## src/rtl/dp_microseq.sv

```systemverilog
// Datapath control sequencer: preloads registers through the MDR, then runs one
// fetch/execute pass (T0..T5) for a latched instruction word. All outputs registered.
module dp_microseq #(
    parameter int         DATA_W      = 32,
    parameter int         NUM_PRELOAD = 3,
    parameter int         EN_W        = 32,
    parameter int         SEL_W       = 5,
    parameter int         MDR_IDX     = 21,
    parameter int         PC_IDX      = 20,
    parameter int         IR_IDX      = 23,
    parameter int         Y_IDX       = 22,
    parameter int         Z_IDX       = 24,
    parameter int         MAR_IDX     = 25,
    parameter logic [4:0] UNARY_OP0   = 5'd18,
    parameter logic [4:0] UNARY_OP1   = 5'd17,
    localparam int        IDX_W       = (NUM_PRELOAD > 1) ? $clog2(NUM_PRELOAD) : 1,
    localparam int        CNT_W       = $clog2(NUM_PRELOAD) + 1
) (
    input  logic              clk,
    input  logic              clr,
    input  logic              ld_we,
    input  logic [IDX_W-1:0]  ld_idx,
    input  logic [3:0]        ld_reg,
    input  logic [DATA_W-1:0] ld_data,
    input  logic [CNT_W-1:0]  ld_cnt,
    input  logic [DATA_W-1:0] instr,
    input  logic              start,
    output logic              busy,
    output logic              done,
    output logic [EN_W-1:0]   enable,
    output logic [SEL_W-1:0]  busSelect,
    output logic              MR_Read,
    output logic [DATA_W-1:0] MDataIn,
    output logic [3:0]        Control_Signals,
    output logic              pc_inc
);

    typedef enum logic [3:0] {
        S_IDLE, S_LOAD_A, S_LOAD_B, S_T0, S_T1, S_T2, S_T3, S_T4, S_T5, S_DONE
    } state_t;

    localparam int                TBL_N = 1 << IDX_W;
    localparam logic [CNT_W-1:0]  NP_C  = CNT_W'(NUM_PRELOAD);
    localparam logic [IDX_W:0]    NP_I  = (IDX_W + 1)'(NUM_PRELOAD);

    state_t              state_q, state_d;
    logic [CNT_W-1:0]    idx_q, idx_d, cnt_q, cnt_d, cnt_clamp;
    logic [DATA_W-1:0]   instr_q, instr_d;
    logic [3:0]          tbl_reg_q  [TBL_N];
    logic [DATA_W-1:0]   tbl_data_q [TBL_N];
    logic                tbl_wr;

    logic [4:0]          opcode;
    logic [3:0]          ra, rb, rc;
    logic                unary;

    logic [EN_W-1:0]     en_q, en_d;
    logic [SEL_W-1:0]    sel_q, sel_d;
    logic                mrd_q, mrd_d, pcinc_q, pcinc_d, busy_q, busy_d, done_q, done_d;
    logic [DATA_W-1:0]   mdin_q, mdin_d;
    logic [3:0]          ctl_q, ctl_d;

    // Decode from the next-cycle instruction so the start edge already sees it.
    assign opcode = instr_d[31:27];
    assign ra     = instr_d[26:23];
    assign rb     = instr_d[22:19];
    assign rc     = instr_d[18:15];
    assign unary  = (opcode == UNARY_OP0) || (opcode == UNARY_OP1);

    assign cnt_clamp = (ld_cnt > NP_C) ? NP_C : ld_cnt;
    assign tbl_wr    = (state_q == S_IDLE) && ld_we && ({1'b0, ld_idx} < NP_I);

    always_comb begin
        state_d = state_q;
        idx_d   = idx_q;
        cnt_d   = cnt_q;
        instr_d = instr_q;
        case (state_q)
            S_IDLE: begin
                if (start) begin
                    instr_d = instr;
                    cnt_d   = cnt_clamp;
                    idx_d   = '0;
                    state_d = (cnt_clamp != '0) ? S_LOAD_A : S_T0;
                end
            end
            S_LOAD_A: state_d = S_LOAD_B;
            S_LOAD_B: begin
                if ((idx_q + CNT_W'(1)) < cnt_q) begin
                    idx_d   = idx_q + CNT_W'(1);
                    state_d = S_LOAD_A;
                end else begin
                    state_d = S_T0;
                end
            end
            S_T0:    state_d = S_T1;
            S_T1:    state_d = S_T2;
            S_T2:    state_d = unary ? S_T4 : S_T3;
            S_T3:    state_d = S_T4;
            S_T4:    state_d = S_T5;
            S_T5:    state_d = S_DONE;
            S_DONE:  state_d = S_IDLE;
            default: state_d = S_IDLE;
        endcase
    end

    // Outputs are computed for the state being entered, so they line up with it.
    always_comb begin
        en_d    = '0;
        sel_d   = '0;
        mrd_d   = 1'b0;
        mdin_d  = '0;
        ctl_d   = '0;
        pcinc_d = 1'b0;
        busy_d  = (state_d != S_IDLE) && (state_d != S_DONE);
        done_d  = (state_d == S_DONE);
        case (state_d)
            S_LOAD_A: begin
                mdin_d         = tbl_data_q[idx_d[IDX_W-1:0]];
                mrd_d          = 1'b1;
                en_d[MDR_IDX]  = 1'b1;
            end
            S_LOAD_B: begin
                sel_d = SEL_W'(MDR_IDX);
                en_d  = EN_W'(1) << tbl_reg_q[idx_d[IDX_W-1:0]];
            end
            S_T0: begin
                sel_d          = SEL_W'(PC_IDX);
                en_d[MAR_IDX]  = 1'b1;
                en_d[PC_IDX]   = 1'b1;
                pcinc_d        = 1'b1;
            end
            S_T1: begin
                mdin_d         = instr_d;
                mrd_d          = 1'b1;
                en_d[MDR_IDX]  = 1'b1;
            end
            S_T2: begin
                sel_d          = SEL_W'(MDR_IDX);
                en_d[IR_IDX]   = 1'b1;
            end
            S_T3: begin
                sel_d          = SEL_W'(rb);
                en_d[Y_IDX]    = 1'b1;
            end
            S_T4: begin
                sel_d          = unary ? SEL_W'(rb) : SEL_W'(rc);
                ctl_d          = opcode[3:0];
                en_d[Z_IDX]    = 1'b1;
            end
            S_T5: begin
                sel_d = SEL_W'(Z_IDX);
                en_d  = EN_W'(1) << ra;
            end
            default: ;
        endcase
    end

    always_ff @(posedge clk or posedge clr) begin
        if (clr) begin
            state_q <= S_IDLE;
            idx_q   <= '0;
            cnt_q   <= '0;
            instr_q <= '0;
            en_q    <= '0;
            sel_q   <= '0;
            mrd_q   <= 1'b0;
            mdin_q  <= '0;
            ctl_q   <= '0;
            pcinc_q <= 1'b0;
            busy_q  <= 1'b0;
            done_q  <= 1'b0;
            for (int i = 0; i < TBL_N; i++) begin
                tbl_reg_q[i]  <= '0;
                tbl_data_q[i] <= '0;
            end
        end else begin
            state_q <= state_d;
            idx_q   <= idx_d;
            cnt_q   <= cnt_d;
            instr_q <= instr_d;
            en_q    <= en_d;
            sel_q   <= sel_d;
            mrd_q   <= mrd_d;
            mdin_q  <= mdin_d;
            ctl_q   <= ctl_d;
            pcinc_q <= pcinc_d;
            busy_q  <= busy_d;
            done_q  <= done_d;
            if (tbl_wr) begin
                tbl_reg_q[ld_idx]  <= ld_reg;
                tbl_data_q[ld_idx] <= ld_data;
            end
        end
    end

    assign enable          = en_q;
    assign busSelect       = sel_q;
    assign MR_Read         = mrd_q;
    assign MDataIn         = mdin_q;
    assign Control_Signals = ctl_q;
    assign pc_inc          = pcinc_q;
    assign busy            = busy_q;
    assign done            = done_q;

endmodule

```

## config.mk

```make
export PLATFORM = sky130hd
export DESIGN_NAME = dp_microseq
export DESIGN_NICKNAME = d
export VERILOG_FILES = /design/src/rtl/dp_microseq.sv
export SDC_FILE = /design/constraint.sdc
export NUM_CORES = 1
export LEC_CHECK = 0
export BUFFER_PORTS_ARGS = -buffer_cell sky130_fd_sc_hd__buf_2
export CORE_ASPECT_RATIO = 0.8
export CORE_MARGIN = 4
export CORE_UTILIZATION = 35
export CTS_CLUSTER_DIAMETER = 100
export CTS_CLUSTER_SIZE = 8
export DETAILED_ROUTE_END_ITERATION = 8
export SLEW_MARGIN = 25
export SYNTH_ARGS = -nofsm -noshare
export SYNTH_HDL_FRONTEND = slang
export SYNTH_SLANG_ARGS = --single-unit
```

## constraint.sdc

```tcl
create_clock -name clk -period 8.9 [get_ports clk]
set_input_delay 1.78 -clock clk [delete_from_list [all_inputs] [get_ports clk]]
set_output_delay 1.78 -clock clk [all_outputs]
set_load 0.05 [all_outputs]
```

Word-level counts from Yosys, hierarchy flattened
Index checks and enable logic that the tools add are counted.
Operators by class
  add/sub/neg operators: 1
  order comparisons: 6
  equality and inequality tests: 22
  shift-type cells: 2
  multiplexer cells: 37
  bitwise logic cells: 2
  reductions and logical operators: 13
Operator list (count)
  two-way mux 32 bit: 5
  bitwise mux 128 bit: 1
  binary-select mux 32 bit (select 2 bit): 1
  demux 32 bit (select 2 bit): 1
  one-hot mux 32 bit (2 select lines): 1
  left shift 1 x 4 -> 32 bit (first input constant): 2
  one-hot mux 20 bit (2 select lines): 1
  one-hot mux 4 bit (9 select lines): 1
  equality test 4 x 3 -> 1 bit (second input constant): 8
  one-hot mux 5 bit (5 select lines): 1
  two-way mux 4 bit: 6
  one-hot mux 1 bit (3 select lines): 6
  bitwise mux 16 bit: 1
  equality test 4 x 2 -> 1 bit (second input constant): 4
  equality test 4 bit (second input constant): 3
  one-hot mux 6 bit (2 select lines): 1
  equality test 5 bit (second input constant): 2
  two-way mux 3 bit: 3
  binary-select mux 4 bit (select 2 bit): 1
  demux 4 bit (select 2 bit): 1
  equality test 4 x 1 -> 1 bit (second input constant): 2
  >= comparator 3 bit (second input constant): 2
  NOT 2 -> 3 bit: 2
  one-hot mux 3 bit (2 select lines): 1
  18 further kinds: 26
Word-level totals
  bits in registers: 263
  bits of input ports: 77
  output and inout bits: 77
  word-level logic and storage cells: 104

Depth between registers and ports, before layout
  depth after elaboration: 10
  gate-level depth with buffers: 14

Worst setup path before layout
OpenSTA, ideal clock, no wires.
  path kind: input to register
  start point: in start
  end point: reg en_q[10] (netlist: enable[10])
  library setup time: 110 ps
  arrival: 3376 ps
  data required time: 8790 ps
  path slack: 5413 ps
  stages on the path: 7
  buffers on the path: 1
  cells stage by stage: o21ba_2 -> and2_1 -> clkbuf_2 -> a31oi_1 -> a32oi_1 -> a22o_4 -> o41ai_1
On the way
  word-level cells in the longest chain between the ends: 8
  elaborated cells between the ends (all ways): 19
  classes of those cells: eq/ne (4); shift (2); mux (11); bitwise (1); reduce/logical (1)
RTL lines
  start: declaration: line 27  | input logic start,
  two-way mux 32 bit / two-way mux 3 bit (equally long branches): line 80  | if (start) begin
  two-way mux 32 bit / one-hot mux 3 bit (2 select lines) (equally long branches): line 78  | case (state_q)
  equality test 5 bit / NOT 2 -> 3 bit (equally long branches): line 68, 125
  logical OR 1 bit / binary-select mux 4 bit (select 2 bit) (equally long branches): line 68, 125
  two-way mux 1 bit / two-way mux 4 bit (equally long branches): line 98, 125
  one-hot mux 4 bit (9 select lines) / two-way mux 4 bit (equally long branches): line 78, 125
  equality test 4 bit, or another cell as far along: line 117  | case (state_d)
  one-hot mux 20 bit (2 select lines) *: line 117
  named net en_d[10]: line 57  | logic [EN_W-1:0] en_q, en_d;
  end signal: assignment: line 182  | en_q <= en_d;
  end: declaration: line 57
Mark *: on every way through the listed nets, which the timed path passes. The rest lies on a longest branch. The select of a mux whose other input is x is not followed.
A chain may end at the register's enable or synchronous reset.

Worst setup path in the final report
  start point: reg idx_q[0]
  end point: reg mdin_q[20] (netlist: MDataIn[20])
On the way
  word-level cells in the longest chain between the ends: 9
  elaborated cells between the ends (all ways): 14
  classes of those cells: add/sub (1); order compare (1); eq/ne (2); mux (9); bitwise (1)
RTL lines
  start: declaration: line 47  | logic [CNT_W-1:0] idx_q, idx_d, cnt_q, cnt_d, cnt_clamp;
  start signal: assignment: line 179  | idx_q <= idx_d;
  adder 3 x 1 -> 3 bit: line 89, 90
  less-than comparator 3 bit: line 89  | if ((idx_q + CNT_W'(1)) < cnt_q) begin
  two-way mux 3 bit: line 89
  one-hot mux 3 bit (2 select lines): line 78
  NOT 2 -> 3 bit (implied by the code): line 119  | mdin_d = tbl_data_q[idx_d[IDX_W-1:0]];
  binary-select mux 32 bit (select 2 bit): line 119
  two-way mux 32 bit (implied by the code) (2 in series): line 119
  one-hot mux 32 bit (2 select lines) *: line 117
  named net mdin_d[20]: line 60  | logic [DATA_W-1:0] mdin_q, mdin_d;
  end signal: assignment: line 185  | mdin_q <= mdin_d;
  end: declaration: line 60
Marked as above.

==> impl_results.md <==
- First-pass GRT wire length: 45900 um
- Clk buf depth: 3
- Crit path top cell by count: ha_1
- Largest family of logic cells by synthesized area: multiplexers
- CP Capture Type: register
- Final hold vios: 0
- CTS Root Cell: clkbuf_16
- Synth async-reset ratio: 100%
- Simple-Gate Fraction of Synth Area: 8.66%
- Synth Instances: 925
- Launch point of the worst path: idx_q[0]$_DFF_PP0_
- Worst slew pin tran: 1030 ps
- Drt pass-1 iters: 6
- Min-delay worst type: reg2reg
- FF-to-FF Start: idx_q[0]$_DFF_PP0_
- Reg area: 0.00631 mm^2
- Max cap viols: 0
- DR iter-0 viols: 565
- Slew Viols, Final: 0
- Top Ports: approximately 150
- Worst VDD drop: approximately 160 uV
- CP Max Fanout: 33
- Synthesized area: between 0.01 and 0.015 mm^2
- CTS Hold Bufs: 0
- Synth warn: 0
- Setup TNS: 0 ps
- Tmin final: 4520 ps
- Reg power frac: 34.6%
- Clock power frac: 24.4%
- P_leak: just over 6 nW
- # Post-CTS Setup Buffers: 0
- Share of layout cells above drive strength 1: 32.3%
- Total Wirelength: 29800 um
- Final routed DRC violation total: 0
- Vias in the first global route: 7558
- Net Sw Frac: 39.9%
- Port bufs: 143
- Via/cell ratio: 5.32
- Crit path required time: 9240 ps
- Final HPWL DP: 18700 um
- P_int: 0.00307 W
- Clock skew: roughly 16 ps
- Largest net degree at the start of global routing: 133
- WS Path Type: reg2reg
- Max incr delay on CP: 730 ps
- Power per standard cell area: 394 mW/mm^2
- Syn avg cell area: 12.0 um^2
- Antenna Violating Nets Remaining: 0
- Gp weighted congestion: 0.864
- Clock-pin slew on the worst setup and hold paths: roughly 50 ps
- Total CTS buffers: 37
- Post-CTS resize count: 0
- Ys flop type: dfrtp_1
- Fin crit share: roughly half
- Vias post-DR: between 7000 and 8000
- CP startpoint kind: register
- Portion of netlist area occupied by mux cells: 13.8%
- Worst Path Arrival: roughly 4900 ps
- Relative max-transition margin: 31.6%
- RSZ-0062 raised after global routing: no
- Synth cell types: 66
- Slowest stage cell, crit path: dfrtp_1
- Synthesis-to-layout area growth: 16.8%
- DR WL/cell: 20.8 um
- Clk Latency, worst-skew pair: 510 ps
- Fillers: 2899
- CTS sink cnt: 252
- Initial antenna violation count: 1
- Die Area: 0.0346 mm^2
- GRT Util Overall: 17.1%
- Synthesized-area fraction occupied by adder cells: 0.339%
- Number of enable flip-flop cells after synthesis: 0
- Starting Density: 36.0%
- Total Power: 0.00511 W
- Cell Rows: 57
- Multi-input gate area: 0.00414 mm^2
- CTS tree: done
- Synthesized flop and latch total: around 250
- Hold Crit Start: tbl_data_q[18]$_DFFE_PP0P_
- Synth Area in Compound Gates: between 10 and 15%
- XOR/XNOR Fraction of Synth Area: 0.395%
- Result of the run: completed
- F_max: 0.221 GHz
- Final setup vio count: 0
- Total grt overflow: 0
- # H-tree levels: 2
- Chip Height: about 170 um
- Critical path cell sequence: ha_1 -> xor2_1 -> ha_1 -> a21oi_1 -> o21a_1 -> a31oi_1 -> nand2_2 -> inv_2 -> a211oi_1 -> o32ai_1
- Comb power frac: 41.0%
- Seq/Total Area, Yosys: 56.9%
- Sw Pwr: 0.00204 W
- # nets final: around 1100
- Core area: a little over 0.03 mm^2
- ANT cells: 0
- Die W: between 200 and 250 um
==> cells in the final DEF, fill, tap and decap left out, types with 5 or more instances in the layout <==
cell type | netlist | final
dfrtp_1 | 252 | 252
buf_2 | 12 | 143
mux2_2 | 109 | 109
and3_1 | 65 | 65
a211oi_1 | 65 | 65
inv_1 | 45 | 44
nand2_1 | 43 | 40
clkbuf_16 | 0 | 38
o32ai_1 | 32 | 32
mux2i_1 | 30 | 30
o21ai_0 | 21 | 21
nor2_1 | 18 | 18
a21oi_1 | 18 | 18
o41ai_1 | 16 | 16
nand3_1 | 12 | 10
conb_1 | 1 | 10
buf_4 | 16 | 8
nand3b_1 | 6 | 6
nor3_1 | 6 | 5
nand2b_1 | 5 | 5
a32oi_1 | 5 | 5
==> metrics by stage <==
step / utilization [%] / instance area [um^2] / setup slack, ps / instances / hold slack [ps]
after floorplan: - / 11100 / 192 / 934 / 429
after global placement: 38.7 / 11900 / 4200 / 1389 / 367
after detailed placement: 38.7 / 11900 / 4070 / 1389 / 367
after CTS: 41.9 / 12900 / 4370 / 1429 / 378
after global routing: 42.0 / 12900 / 4110 / 1430 / 383
final: 42.0 / 12900 / 4380 / 1430 / 373
==> final cells by class <==
type | instances | share of cell area, %
clock inverters | 2 | 0.358
multi-input cells | 526 | 32.0
clock buffers | 38 | 7.34
repair buffers | 152 | 6.20
well taps | 413 | 3.99
inverters | 47 | 1.42
flip-flops and latches | 252 | 48.7
==> state kept, by name (all words and copies together) (netlist names), 4 cells and up <==
register and cells:
Control_Signals 4, MDataIn 32, busSelect 5, enable 21, instr_q 32, state_q 4, tbl_data_q 128, tbl_reg_q 16
==> cells by family (layout without fill, tap and decap cells) <==
group,after synthesis,after routing
adder cells (fa/ha/maj),3,3
AND/OR/NAND/NOR,175,175
buffers and inverters,156,239
flip-flops,252,252
multiplexers,139,139
AO/OA/AOI/OAI,194,194
XOR/XNOR,5,5
other,1,10
==> worst paths after layout <==
check / endpoint / slack, ps / cells past startpoint
max in group asynchronous: enable[21]$_DFF_PP0_ / 6040 / 4
min reg2reg: tbl_data_q[18]$_DFFE_PP0P_ / 370 / 0
max: MDataIn[20]$_DFF_PP0_ / 4380 / 10
min: tbl_data_q[18]$_DFFE_PP0P_ / 370 / 0
max reg2reg: MDataIn[20]$_DFF_PP0_ / 4380 / 10
min in group asynchronous: instr_q[19]$_DFF_PP0_ / 1240 / 2
==> worst max-delay path, delay by kind of cell, from the launching register on <==
kind	cells	cell delay (ps)
and+or+nand+nor	1	730
buffers and inverters	1	580
DFF	1	730
adders and majority gates	2	580
AOI/OAI and AO/OA	5	1550
xor gates and xnor gates	1	160
==> power by group through the flow <==
stage                     combinational, W  sequential [W]  clock [W]
after floorplan                    0.00145         0.00192          0
after global placement             0.00206         0.00177          0
after detailed placement           0.00210         0.00178          0
after CTS                          0.00210         0.00177    0.00128
after global routing               0.00228         0.00181    0.00134
final                              0.00209         0.00177    0.00124
==> synthesized netlist by cell type, types with 7 or more instances <==
cell type / number / area [um^2]
nor2_1: 18 / 67.6
o41ai_1: 16 / 140
buf_6: 7 / 78.8
and3_1: 65 / 407
nand2_1: 43 / 161
o32ai_1: 32 / 280
a21oi_1: 18 / 90.1
nand3_1: 12 / 60.1
mux2i_1: 30 / 300
dfrtp_1: 252 / 6310
buf_4: 16 / 120
mux2_2: 109 / 1230
inv_1: 45 / 169
buf_2: 12 / 60.1
o21ai_0: 21 / 105
a211oi_1: 65 / 488
clkbuf_1: 69 / 259
==> routing by layer <==
layer	vias to the layer above	wire length (um)	global-route usage, %
met5	-	13	0
met4	2	370	3.42
met3	33	2040	4.31
met2	240	13500	25.8
met1	3830	13900	25.1
li1	3496	-	-
(Power assumes the default switching activity.)
